[src/rtl/jtag_scan_sequencer.sv]
// JTAG scan sequencer: runs IR/DR scans and TAP resets on TCK/TMS/TDI/TDO.
// Optional JTAG_SEQ_STATE_MIRROR_EN adds a TAP_STATE shadow of the target.
module jtag_scan_sequencer #(
  parameter int MAX_LEN = 32,
  parameter int LEN_W   = 6
) (
  input  logic               CLK,
  input  logic               TRST,
  input  logic               CMD_VALID,
  output logic               CMD_READY,
  input  logic               CMD_IR,
  input  logic               CMD_RESET,
  input  logic [LEN_W-1:0]   CMD_LEN,
  input  logic [MAX_LEN-1:0] CMD_DATA,
  output logic               RSP_VALID,
  output logic [MAX_LEN-1:0] RSP_DATA,
  output logic               TCK_O,
  output logic               TMS_O,
  output logic               TDI_O,
  input  logic               TDO_I
`ifdef JTAG_SEQ_STATE_MIRROR_EN
  ,
  output logic [3:0]         TAP_STATE
`endif
);

  localparam int IW = (MAX_LEN > 1) ? $clog2(MAX_LEN) : 1;
  localparam int EW = LEN_W + 2;

  typedef enum logic [1:0] {
    S_INIT, S_IDLE, S_RUN, S_RESP
  } state_t;

  typedef enum logic [1:0] {
    OP_DR, OP_IR, OP_RST, OP_INI
  } op_t;

  state_t             state_q, state_d;
  op_t                op_q, op_d, op_n;
  logic [LEN_W-1:0]   len_q, len_d;
  logic [MAX_LEN-1:0] data_q, data_d;
  logic [MAX_LEN-1:0] cap_q, cap_d;
  logic [MAX_LEN-1:0] rsp_q, rsp_d;
  logic [EW-1:0]      e_q, e_d;
  logic               ph_q, ph_d;
  logic               tms_q, tms_d;
  logic               tdi_q, tdi_d;

  logic          rdy;
  logic          acc;
  logic          bad_len;
  logic [EW-1:0] pre_c;
  logic [EW-1:0] i_c;
  logic [EW-1:0] last_c;
  logic          sh;
  logic [1:0]    nb;

  // TMS/TDI for edge e (0-based) of a command
  function automatic logic [1:0] edge_bits(
    input op_t              op,
    input logic [EW-1:0]    e,
    input logic [LEN_W-1:0] len,
    input logic [MAX_LEN-1:0] dat
  );
    logic [EW-1:0] pre;
    logic [EW-1:0] i;
    logic          tms;
    logic          tdi;
    pre = (op == OP_IR) ? EW'(4) : EW'(3);
    i   = e - pre;
    tms = 1'b0;
    tdi = 1'b0;
    case (op)
      OP_RST: tms = (e < EW'(5));
      OP_INI: tms = 1'b0;
      default: begin
        if (e < pre) begin
          tms = (op == OP_IR) ? (e < EW'(2)) : (e == EW'(0));
        end else if (i < EW'(len)) begin
          tms = (i == EW'(len) - EW'(1));
          tdi = dat[i[IW-1:0]];
        end else begin
          tms = (i == EW'(len));
        end
      end
    endcase
    return {tms, tdi};
  endfunction

  assign rdy     = (state_q == S_IDLE) || (state_q == S_RESP);
  assign acc     = CMD_VALID && rdy;
  assign op_n    = CMD_RESET ? OP_RST : (CMD_IR ? OP_IR : OP_DR);
  assign bad_len = (CMD_LEN == '0) || (CMD_LEN > LEN_W'(MAX_LEN));

  assign pre_c  = (op_q == OP_IR) ? EW'(4) : EW'(3);
  assign i_c    = e_q - pre_c;
  assign sh     = ((op_q == OP_DR) || (op_q == OP_IR)) &&
                  (e_q >= pre_c) && (i_c < EW'(len_q));
  assign last_c = (op_q == OP_RST) ? EW'(5) :
                  (op_q == OP_INI) ? EW'(0) :
                  pre_c + EW'(len_q) + EW'(1);
  assign nb     = edge_bits(op_q, e_q + EW'(1), len_q, data_q);

  // State, command and pin registers
  always_ff @(posedge CLK or posedge TRST) begin
    if (TRST) begin
      state_q <= S_INIT;
      op_q    <= OP_DR;
      len_q   <= '0;
      data_q  <= '0;
      cap_q   <= '0;
      rsp_q   <= '0;
      e_q     <= '0;
      ph_q    <= 1'b0;
      tms_q   <= 1'b1;
      tdi_q   <= 1'b0;
    end else begin
      state_q <= state_d;
      op_q    <= op_d;
      len_q   <= len_d;
      data_q  <= data_d;
      cap_q   <= cap_d;
      rsp_q   <= rsp_d;
      e_q     <= e_d;
      ph_q    <= ph_d;
      tms_q   <= tms_d;
      tdi_q   <= tdi_d;
    end
  end

  // Sequencing: accept, walk edges, capture TDO, respond
  always_comb begin
    state_d = state_q;
    op_d    = op_q;
    len_d   = len_q;
    data_d  = data_q;
    cap_d   = cap_q;
    rsp_d   = rsp_q;
    e_d     = e_q;
    ph_d    = ph_q;
    tms_d   = tms_q;
    tdi_d   = tdi_q;
    unique case (state_q)
      S_INIT: begin
        state_d = S_RUN;
        op_d    = OP_INI;
        e_d     = '0;
        ph_d    = 1'b0;
        tms_d   = 1'b0;
        tdi_d   = 1'b0;
      end
      S_IDLE, S_RESP: begin
        if (acc) begin
          op_d   = op_n;
          len_d  = CMD_LEN;
          data_d = CMD_DATA;
          cap_d  = '0;
          e_d    = '0;
          ph_d   = 1'b0;
          tdi_d  = 1'b0;
          if (!CMD_RESET && bad_len) begin
            state_d = S_RESP;
            rsp_d   = '0;
            tms_d   = 1'b0;
          end else begin
            // first edge leaves Run-Test/Idle in every command
            state_d = S_RUN;
            tms_d   = 1'b1;
          end
        end else begin
          state_d = S_IDLE;
        end
      end
      S_RUN: begin
        ph_d = ~ph_q;
        if (!ph_q) begin
          if (sh) cap_d[i_c[IW-1:0]] = TDO_I;
        end else if (e_q == last_c) begin
          tms_d = 1'b0;
          tdi_d = 1'b0;
          if (op_q == OP_INI) begin
            state_d = S_IDLE;
          end else begin
            state_d = S_RESP;
            rsp_d   = cap_q;
          end
        end else begin
          e_d   = e_q + EW'(1);
          tms_d = nb[1];
          tdi_d = nb[0];
        end
      end
    endcase
  end

  assign CMD_READY = rdy;
  assign RSP_VALID = (state_q == S_RESP);
  assign RSP_DATA  = rsp_q;
  assign TCK_O     = ph_q;
  assign TMS_O     = tms_q;
  assign TDI_O     = tdi_q;

`ifdef JTAG_SEQ_STATE_MIRROR_EN
  logic [3:0] tap_q, tap_d;

  function automatic logic [3:0] tap_nxt(
    input logic [3:0] s,
    input logic       m
  );
    logic [3:0] r;
    case (s)
      4'd0:    r = m ? 4'd0  : 4'd1;
      4'd1:    r = m ? 4'd2  : 4'd1;
      4'd2:    r = m ? 4'd9  : 4'd3;
      4'd3:    r = m ? 4'd5  : 4'd4;
      4'd4:    r = m ? 4'd5  : 4'd4;
      4'd5:    r = m ? 4'd8  : 4'd6;
      4'd6:    r = m ? 4'd7  : 4'd6;
      4'd7:    r = m ? 4'd8  : 4'd4;
      4'd8:    r = m ? 4'd2  : 4'd1;
      4'd9:    r = m ? 4'd0  : 4'd10;
      4'd10:   r = m ? 4'd12 : 4'd11;
      4'd11:   r = m ? 4'd12 : 4'd11;
      4'd12:   r = m ? 4'd15 : 4'd13;
      4'd13:   r = m ? 4'd14 : 4'd13;
      4'd14:   r = m ? 4'd15 : 4'd11;
      default: r = m ? 4'd2  : 4'd1;
    endcase
    return r;
  endfunction

  // Shadow TAP advances on every TCK rise
  always_comb begin
    tap_d = tap_q;
    if ((state_q == S_RUN) && !ph_q) tap_d = tap_nxt(tap_q, tms_q);
  end

  // Shadow TAP register
  always_ff @(posedge CLK or posedge TRST) begin
    if (TRST) tap_q <= 4'd0;
    else      tap_q <= tap_d;
  end

  assign TAP_STATE = tap_q;
`endif

endmodule

[config.mk]
export PLATFORM = sky130hd
export DESIGN_NAME = jtag_scan_sequencer
export DESIGN_NICKNAME = d
export VERILOG_FILES = /design/src/rtl/jtag_scan_sequencer.sv
export SDC_FILE = /design/constraint.sdc
export NUM_CORES = 1
export LEC_CHECK = 0
export CORE_ASPECT_RATIO = 1.75
export CORE_MARGIN = 2
export CORE_UTILIZATION = 40
export CTS_CLUSTER_DIAMETER = 30
export CTS_CLUSTER_SIZE = 20
export DETAILED_ROUTE_END_ITERATION = 7
export GPL_ROUTABILITY_DRIVEN = 0
export SYNTH_ARGS = -nofsm -noshare
export SYNTH_HDL_FRONTEND = slang
export SYNTH_SLANG_ARGS = --single-unit
[constraint.sdc]
create_clock -name CLK -period 5.55 [get_ports CLK]
set_input_delay 1.11 -clock CLK [delete_from_list [all_inputs] [get_ports CLK]]
set_output_delay 1.11 -clock CLK [all_outputs]
set_load 0.1 [all_outputs]
==> impl_results.md, run 1 <==
- Setup Fix Bufs, Post-CTS: 0
- First-pass GRT wire length: around 28000 um
- FF-to-FF path depth: 18
- Busiest layer in global routing: met2
- Die X: a little over 100 um
- Port buffer count: 80
- Fin nets: approximately 810
- Clk_skew: roughly 0.0085 ns
- Leak: 3.33 nW
- Max Clk Rate: roughly 210 MHz
- Mapped Area: 0.00672 mm2
- Bufs on Longest Clock Path: 2
- CTS Buf Count: 17
- Worst endpoint required time: 5.88 ns
- Slew at the pin closest to its max-slew limit: 1.05 ns
- Most frequent cells after synthesis: dfrtp_1 (116), o21ai_0 (73), nand2_1 (62)
- TritonCTS clock tree: done
- Pin count of the biggest net entering global routing: 69
- Area delta synth->final: 23.7%
- CP arrival: roughly 5.1 ns
- DRC viols: 0
- CP Cell Sequence: ha_1 -> nor2b_1 -> or2_2 -> ha_1 -> and4b_1 -> a2111oi_4 -> nand3_1 -> o211ai_1 -> xor2_1 -> ha_1 -> and2_1 -> a31o_2 -> a221o_1 -> nor3_1 -> o2111ai_1 -> nor3_1 -> o21bai_1 -> a22oi_1
- Synth Flop Type: dfrtp_1
- Syn_area_per_cell: 9.97 um2
- Hold Crit Class: flop to flop
- Final min period: about 4.8 ns
- Crit path largest cell delay: 0.53 ns
- Initial core utilization: between 40% and 50%
- Diode count: 0
- Core Footprint: 0.0164 mm2
- Critical path capture point type: flop
- Ranking of synthesized cells by area: dfrtp_1 (43%), mux2_2 (6.5%), o21ai_0 (5.4%)
- Vias per cell: roughly 5.5
- Met3 Usage GRT: 3.66%
- Vias in the first global route: 5631
- Final worst slack: a little under 0.8 ns
- Share of layout cells above drive strength 1: 13.7%
- CP dominant cell by count: ha_1
- EDFF count, synth: 0
- Gr ovfl total: 0
- Post-cts resize count: 0
- Distinct cells, synth: 71
- R2R Path Start: e_q[1]$_DFFE_PP0P_
- Pwr Density: between 500 and 600 mW/mm2
- Row cnt: 62
- Final worst-path cycle share: between 80 and 90%
- Startpoint types: flop
- Post-CTS Hold Fix Bufs: 0
- Post-synthesis sequential area ratio: 43.6%
- H-tree depth: 4
- Gate Count Post-Synth: 674
- # setup viols final: 0
- R2R setup slack: between 0.7 and 0.8 ns
- Final Hold Fails: 0
- Initial DRC count: 388
- Clock latency at the later pin of the worst-skew pair: between 0.4 and 0.5 ns
- Max Slew Vio Count: 0
- Cell depth of the worst setup path: 18
- Critical Path Source: e_q[1]$_DFFE_PP0P_
- Final wirelength: 17200 um
- Max-slew headroom: just under 30%
- ANT nets after route: 0
- CTS clk-pin slew, worst paths: approximately 0.06 ns
- Hpwl dp: approximately 13000 um
- Clock sinks: 117
- Dpl ws: 0.911 ns
- Post-Syn Nets: 740
- Met2 Use GR: 35.8%
- YS warnings: 0
- Top delay family on crit path: compound AO/OA/AOI/OAI gates
- WP buf/inv: 0
- Crit path to: TMS_O$_DFFE_PP1P_
- R2R Path End: TMS_O$_DFFE_PP1P_
- IO Pins: 81
- Max VDD drop: about 0.32 mV
- Yosys top cell area share: 43.2%
- Via count: 5401
- Pre-antenna DRT Iters: 6
- Die Y: 175 um
- Most common cell in the netlist: dfrtp_1
- Area leader, netlist: dfrtp_1
- Max_cap viols: 0
- Clock root buffer master: clkbuf_16
- Overall routing resource usage: 20.0%
- Unrepaired setup endpoints after global routing: false
- Yosys reg bits: 117
- Critical path peak fanout: 13
- Met1 Use GR: a little over a fifth
- Slowest stage cell, crit path: dfrtp_1
- Sum Neg Setup Slack: 0 ns
- Status: completed
- WL per Instance: 17.5 um
- Number of antenna violations at the first check in global routing: 0
- Die area: 0.0179 mm2
- Critical path type: flop to flop
- FFs w/ async S/R, synth: 100%
==> worst min path at each step <==
stage	startpoint	end	depth (start not counted)	slack, ns
after floorplan	cap_q[13]$_DFFE_PP0P_	cap_q[13]$_DFFE_PP0P_	2	0.46
after global routing	data_q[22]$_DFFE_PP0P_	data_q[22]$_DFFE_PP0P_	1	0.52
after global placement	cap_q[13]$_DFFE_PP0P_	cap_q[13]$_DFFE_PP0P_	2	0.48
after CTS	cap_q[13]$_DFFE_PP0P_	cap_q[13]$_DFFE_PP0P_	2	0.50
after detailed placement	cap_q[13]$_DFFE_PP0P_	cap_q[13]$_DFFE_PP0P_	2	0.49
final	cap_q[13]$_DFFE_PP0P_	cap_q[13]$_DFFE_PP0P_	2	0.49
==> where the power goes <==
| group | total [W] | leakage, nW | switching [W] | internal [W] |
|---|---|---|---|---|
| registers | 0.00120 | 1.53 | 0.000178 | 0.00102 |
| logic | 0.00239 | 1.52 | 0.00138 | 0.00101 |
| clock network | 0.00112 | 0.280 | 0.000426 | 0.000692 |
==> state kept, by name (all words and copies together) (netlist names) <==
name	flops
data_q	32
TMS_O	1
RSP_DATA	32
len_q	6
state_q	2
TDI_O	1
cap_q	32
op_q	2
e_q	8
TCK_O	1
==> placed cells by master (no fill, tap or decap), types with 5 or more instances in the layout <==
| cell type | Yosys | final |
|---|---|---|
| buf_4 | 1 | 11 |
| ha_1 | 21 | 21 |
| a21oi_1 | 42 | 42 |
| a22o_1 | 5 | 5 |
| o21ai_1 | 5 | 5 |
| clkbuf_16 | 0 | 17 |
| and2_1 | 5 | 5 |
| xnor2_1 | 25 | 25 |
| inv_1 | 48 | 47 |
| o21a_1 | 5 | 5 |
| nor3_1 | 23 | 23 |
| o21ai_0 | 73 | 73 |
| nand2_1 | 62 | 62 |
| nand3_1 | 10 | 10 |
| mux4_2 | 8 | 8 |
| nor2b_1 | 10 | 10 |
| mux2_2 | 39 | 39 |
| dfrtp_1 | 116 | 116 |
| clkdlybuf4s50_1 | 0 | 80 |
| mux2i_1 | 36 | 36 |
| nor2_1 | 19 | 19 |
| nand4_1 | 5 | 5 |
==> cell type report <==
| type | instances | area [um2] |
|---|---|---|
| multi-input cells | 470 | 3420 |
| clock buffers | 20 | 457 |
| fillers | 1556 | 8140 |
| well taps | 224 | 280 |
| flip-flops and latches | 117 | 2930 |
| repair buffers | 91 | 883 |
| inverters | 50 | 193 |
| clock inverters | 12 | 143 |
==> layer usage <==
layer	vias up	share of wire (%)
li1	2555	-
met2	191	53
met4	0	5.1
met3	57	4.5
met1	2598	37
met5	-	0
==> per-stage QoR <==
| step | util [%] | power [W] | hold WS [ns] | instance area, um2 | cells |
|---|---|---|---|---|---|
| floorplan | - | 0.00301 | 0.459 | 6720 | 674 |
| global placement | 46.9 | 0.00354 | 0.482 | 7710 | 952 |
| detailed placement | 46.9 | 0.00360 | 0.488 | 7710 | 952 |
| CTS | 50.5 | 0.00473 | 0.500 | 8310 | 984 |
| global route | 50.5 | 0.00501 | 0.520 | 8310 | 984 |
| finish | 50.5 | 0.00471 | 0.490 | 8310 | 984 |
==> worst reg2reg max path: stages (launching register included) <==
cell       delay (ns)
dfrtp_1          0.53
ha_1             0.30
nor2b_1          0.16
or2_2            0.30
ha_1             0.32
and4b_1          0.29
a2111oi_4        0.47
nand3_1          0.12
o211ai_1         0.18
xor2_1           0.19
ha_1             0.26
and2_1           0.16
a31o_2           0.24
a221o_1          0.30
nor3_1           0.19
o2111ai_1        0.17
nor3_1           0.25
o21bai_1         0.11
a22oi_1          0.15
==> logic make-up (layout without fill, tap and decap cells) <==
family          count (synthesis)  after routing  share of synthesized area [%]
fa+ha+maj                      23             23                           4.36
simple gates                  164            164                           12.6
flops                         117            117                           43.6
compound gates                170            170                           15.3
mux                            84             84                           14.8
xor+xnor                       29             29                           3.78
buf+inv                        87            173                           5.46
Power figures use the tool's default switching activity.
==> run 2: changes to the inputs <==
CORE_UTILIZATION = 57   (was 40)
PLACE_DENSITY = 0.81   (was default)
==> impl_results.md, run 2 (synthesis results as in run 1) <==
- Status: completed
- Clock latency at the later pin of the worst-skew pair: 0.42 ns (about the same)
- Hold Crit Class: flop to flop
- R2R Path End: TMS_O$_DFFE_PP1P_
- H-tree depth: 4 (unchanged)
- CTS clk-pin slew, worst paths: 0.06 ns (about the same)
- Dpl ws: 0.906 ns (-0.00504 ns)
- Post-CTS Hold Fix Bufs: 0 (unchanged)
- Placed cell areas: 0.00757 mm2 (-1.7%)
- Clock sinks: 117 (unchanged)
- CTS Buf Count: 17 (unchanged)
- CP arrival: 5.18 ns (+0.07 ns)
- Worst endpoint required time: 5.89 ns (about the same)
- Max Slew Vio Count: 0 (unchanged)
- Critical path type: flop to flop
- R2R setup slack: 0.71 ns (-0.07 ns)
- R2R Path Start: e_q[1]$_DFFE_PP0P_
- Critical path capture point type: flop
- Hold path cells: 1 (-1)
- Gr ovfl total: 0 (unchanged)
- Die X: 86.1 um (-16%)
- Max VDD drop: 0.472 mV (+47%)
- Max Clk Rate: 206 MHz (-1.3%)
- Clk_skew: 0.00767 ns (-0.000818 ns)
- Critical path peak fanout: 13 (unchanged)
- DRC viols: 0 (unchanged)
- Leak: 3.32 nW (-0.36%)
- Unrepaired setup endpoints after global routing: false
- Via count: 5616 (+4.0%)
- Hpwl dp: 12400 um (-3.1%)
- Design area: 0.00816 mm2 (-1.7%)
- Worst hold start: data_q[25]$_DFFE_PP0P_
- FF-to-FF path depth: 17 (-1)
- Commonest non-fill, non-tap cell in the layout: dfrtp_1
- Vias in the first global route: 6024 (+7.0%)
- ANT nets after route: 0 (unchanged)
- Fin nets: 810 (-0.37%)
- Final wirelength: 17900 um (+4.1%)
- Area delta synth->final: 21.5%
- Final min period: 4.84 ns (+0.0651 ns)
- TritonCTS clock tree: done
- Vias per cell: 6.30 (+15%)
- WHS: 0.507 ns (+0.0166 ns)
- Hold endpoint: data_q[25]$_DFFE_PP0P_
- First-pass GRT wire length: 29300 um (+5.4%)
- Final worst-path cycle share: 87.3% (+1.2 points)
- Sum Neg Setup Slack: 0 ns (unchanged)
- Startpoint types: flop
- Pin count of the biggest net entering global routing: 67 (-2.9%)
- Final worst slack: 0.706 ns (-0.0651 ns)
- Pwr Density: 585 mW/mm2 (+3.2%)
- Row cnt: 52 (-16%)
- Max_cap viols: 0 (unchanged)
- WL per Instance: 20.1 um (+15%)
- Setup Fix Bufs, Post-CTS: 0 (unchanged)
- # setup viols final: 0 (unchanged)
- Clock root buffer master: clkbuf_16
- Die area: 0.0127 mm2 (-29%)
- Initial core utilization: 58.3% (+17 points)
- Post-cts resize count: 0 (unchanged)
- Max-slew headroom: 18.7% (-11 points)
- Initial DRC count: 313 (-19%)
- Commonest cells after routing, fill and taps aside: dfrtp_1 (116), clkdlybuf4s50_1 (80), o21ai_0 (73)
- Number of antenna violations at the first check in global routing: 0 (unchanged)
- Pre-antenna DRT Iters: 6 (unchanged)
- Bufs on Longest Clock Path: 2 (unchanged)
- Final Util: 70.9% (+20 points)
- Port buffer count: 80 (unchanged)
- Die Y: 148 um (-16%)
- Slew at the pin closest to its max-slew limit: 1.21 ns (+0.160 ns)
- Share of layout cells above drive strength 1: 13.5% (-0.21 points)
- Overall routing resource usage: 29.9% (+9.9 points)
- Final Hold Fails: 0 (unchanged)
- Fill cells: 845 (-46%)
- IO Pins: 81 (unchanged)
- Diode count: 0 (unchanged)
- Core Footprint: 0.0115 mm2 (-30%)
run 2: cell count changes in the layout (fill, tap and decap cells not counted):
cell | previous run | this run
clkinvlp_4 | 4 | 3
clkbuf_1 | 1 | 0
clkinv_2 | 0 | 3
clkbuf_8 | 2 | 1
inv_6 | 4 | 3
buf_4 | 11 | 8
clkinv_4 | 2 | 3
run 2: report_power, final:
group          switching [W]  internal (W)  leakage, nW  total, W
Clock               0.000421      0.000675        0.283   0.00110
Sequential          0.000196       0.00102         1.53   0.00122
Combinational        0.00145       0.00101         1.51   0.00246
run 2: how the worst max path moves through the flow:
stage,from,endpoint,slack [ns]
after detailed placement,e_q[1]$_DFFE_PP0P_,TMS_O$_DFFE_PP1P_,0.91
after CTS,e_q[0]$_DFFE_PP0P_,TMS_O$_DFFE_PP1P_,0.82
after floorplan,TRST,RSP_DATA[0]$_DFFE_PP0P_,1.34
after global placement,e_q[1]$_DFFE_PP0P_,TMS_O$_DFFE_PP1P_,1.13
final,e_q[1]$_DFFE_PP0P_,TMS_O$_DFFE_PP1P_,0.71
after global routing,e_q[1]$_DFFE_PP0P_,TMS_O$_DFFE_PP1P_,0.48
run 2: critical path: stages (launching register included):
cell and delay, ns:
dfrtp_1 0.54, ha_1 0.29, nor2b_1 0.15, or2_2 0.30
ha_1 0.33, and4b_1 0.30, nor4_1 0.42, a2bb2oi_1 0.27
xnor2_1 0.29, ha_1 0.33, and2_1 0.19, a31o_2 0.26
a221o_1 0.31, nor3_1 0.19, o2111ai_1 0.13, nor3_1 0.21
o21bai_1 0.10, a22oi_1 0.15
run 2: per-layer routing:
layer  vias to the layer above  track usage (%)  wire [um]
met1                      2684             31.8       6150
met3                        88             7.04       1220
li1                       2541                -          -
met2                       303             51.6       9470
met4                         0             19.3       1070
met5                         -             1.65          0
run 2: cell type report:
class,instances,area (um2),share of cell area [%]
multi-input combinational,470,3420,41.9
sequential,117,2930,35.9
timing repair buffer,88,861,10.5
clock buffer,18,439,5.38
inverter,50,193,2.36
tap,135,169,2.07
clock inverter,14,150,1.84
run 2: stage by stage:
| stage | power, W | instances |
|---|---|---|
| 4_1_cts | 0.00472 | 892 |
| 5_1_grt | 0.00503 | 892 |
| 3_5_place_dp | 0.00358 | 860 |
| 3_3_place_gp | 0.00346 | 860 |
| 2_1_floorplan | 0.00301 | 674 |
| 6_report | 0.00478 | 892 |
==> run 3: changes to the inputs <==
CAP_MARGIN = 15   (was default)
==> impl_results.md, run 3 (synthesis results as in run 1) <==
- Hold Crit Class: flop to flop
- Placed cell areas: 0.00757 mm2 (unchanged)
- ANT nets after route: 0 (unchanged)
- Area delta synth->final: 22.0%
- Core Footprint: 0.0115 mm2 (unchanged)
- Vias per cell: 6.33 (+0.52%)
- CTS clk-pin slew, worst paths: 0.06 ns (about the same)
- Leak: 3.34 nW (+0.51%)
- Final Util: 71.2% (+0.28 points)
- Final Hold Fails: 0 (unchanged)
- # setup viols final: 0 (unchanged)
- Critical path peak fanout: 13 (unchanged)
- Die X: 86.1 um (unchanged)
- Via count: 5658 (+0.75%)
- Post-CTS Hold Fix Bufs: 0 (unchanged)
- Final wirelength: 17900 um (+0.18%)
- Critical path type: flop to flop
- Max Slew Vio Count: 0 (unchanged)
- Unrepaired setup endpoints after global routing: false
- Final worst-path cycle share: 87.3% (about the same)
- Top Metal Used: met4
- Bufs on Longest Clock Path: 2 (unchanged)
- Fin nets: 812 (+0.25%)
- CP arrival: 5.19 ns (about the same)
- Wire length on met2: 9460 um (-0.12%)
- Critical path capture point type: flop
- Worst hold start: data_q[25]$_DFFE_PP0P_
- WL per Instance: 20.1 um (about the same)
- Setup Fix Bufs, Post-CTS: 0 (unchanged)
- Row cnt: 52 (unchanged)
- Startpoint types: flop
- Commonest cells after routing, fill and taps aside: dfrtp_1 (116), clkdlybuf4s50_1 (80), o21ai_0 (73)
- Vias in the first global route: 6024 (unchanged)
- Hold endpoint: data_q[25]$_DFFE_PP0P_
- Initial DRC count: 387 (+24%)
- R2R Path End: TMS_O$_DFFE_PP1P_
- Port buffer count: 80 (unchanged)
- Met3 WL: 1340 um (+9.9%)
- Max VDD drop: 0.479 mV (+1.7%)
- Clock sinks: 117 (unchanged)
- CTS Buf Count: 17 (unchanged)
- DRC viols: 0 (unchanged)
- Final min period: 4.84 ns (+0.000561 ns)
- Number of antenna violations at the first check in global routing: 0 (unchanged)
- Overall routing resource usage: 29.9% (unchanged)
- IO Pins: 81 (unchanged)
- Status: completed
- Gr ovfl total: 0 (unchanged)
- TritonCTS clock tree: done
- Post-cts resize count: 0 (unchanged)
- Diode count: 0 (unchanged)
- Clock root buffer master: clkbuf_16
- H-tree depth: 4 (unchanged)
- Slew at the pin closest to its max-slew limit: 1.02 ns (-0.189 ns)
- Hpwl dp: 12400 um (unchanged)
- Die Y: 148 um (unchanged)
- Design area: 0.00819 mm2 (+0.40%)
- FF-to-FF path depth: 17 (unchanged)
- Fill cells: 842 (-0.36%)
- Die area: 0.0127 mm2 (unchanged)
- R2R setup slack: 0.71 ns (about the same)
- Commonest non-fill, non-tap cell in the layout: dfrtp_1
- Initial core utilization: 58.3% (unchanged)
- Hold path cells: 1 (unchanged)
- Share of layout cells above drive strength 1: 13.7% (+0.23 points)
- Pin count of the biggest net entering global routing: 67 (unchanged)
- Worst endpoint required time: 5.89 ns (about the same)
- Sum Neg Setup Slack: 0 ns (unchanged)
- M1 WL: 6060 um (-1.5%)
- Pwr Density: 588 mW/mm2 (+0.45%)
- Clk_skew: 0.00780 ns (+0.000129 ns)
- Clock latency at the later pin of the worst-skew pair: 0.43 ns (about the same)
- Max Clk Rate: 206 MHz (about the same)
- First-pass GRT wire length: 29300 um (unchanged)
- Max-slew headroom: 31.5% (+13 points)
- Max_cap viols: 0 (unchanged)
- R2R Path Start: e_q[1]$_DFFE_PP0P_
- Pre-antenna DRT Iters: 5 (-1)
==> run 3: cell types whose count changed in the layout (fill, tap and decap cells not counted) <==
cell and delta:
clkbuf_2 +1, buf_16 +1
==> run 3: final cells by class <==
cell class	instances	area (um2)	share of cell area [%]
multi-input cells	470	3420	41.7
inverters	50	193	2.35
flip-flops and latches	117	2930	35.7
clock buffers	18	439	5.36
clock inverters	14	150	1.83
well taps	135	169	2.06
repair buffers	90	893	10.9
==> run 3: per-layer routing <==
layer,track usage [%],up-vias
met5,1.65,-
met4,19.3,0
met3,7.04,93
met2,51.6,303
met1,31.8,2717
li1,-,2545
==> run 3: power by group <==
group / switching [W] / internal, W / leakage [nW]
sequential: 0.000195 / 0.00102 / 1.53
clock: 0.000424 / 0.000675 / 0.283
combinational: 0.00146 / 0.00103 / 1.52
total: 0.00208 / 0.00273 / 3.34
==> run 3: worst max path at each step <==
stage | slack [ns] | end | startpoint | cells after the start
floorplan | 1.34 | RSP_DATA[0]$_DFFE_PP0P_ | TRST | 1
global placement | 1.13 | TMS_O$_DFFE_PP1P_ | e_q[1]$_DFFE_PP0P_ | 18
detailed placement | 0.91 | TMS_O$_DFFE_PP1P_ | e_q[1]$_DFFE_PP0P_ | 18
CTS | 0.82 | TMS_O$_DFFE_PP1P_ | e_q[0]$_DFFE_PP0P_ | 17
global route | 0.48 | TMS_O$_DFFE_PP1P_ | e_q[1]$_DFFE_PP0P_ | 17
finish | 0.71 | TMS_O$_DFFE_PP1P_ | e_q[1]$_DFFE_PP0P_ | 17
==> run 3: metrics by stage <==
step           cells  setup WS [ns]  hold WS [ns]  power, W
5_1_grt          894          0.477         0.522   0.00506
3_5_place_dp     860          0.906         0.487   0.00358
2_1_floorplan    674           1.34         0.459   0.00301
4_1_cts          892          0.825         0.507   0.00472
6_report         894          0.705         0.507   0.00482
3_3_place_gp     860           1.13         0.476   0.00346
==> run 3: worst max-delay path, cell delays in order, from the launching register on <==
cell and delay [ns]:
dfrtp_1 0.53, ha_1 0.29, nor2b_1 0.15, or2_2 0.30, ha_1 0.33, and4b_1 0.30
nor4_1 0.42, a2bb2oi_1 0.29, xnor2_1 0.28, ha_1 0.33, and2_1 0.20, a31o_2 0.26
a221o_1 0.31, nor3_1 0.19, o2111ai_1 0.13, nor3_1 0.21, o21bai_1 0.10, a22oi_1 0.15
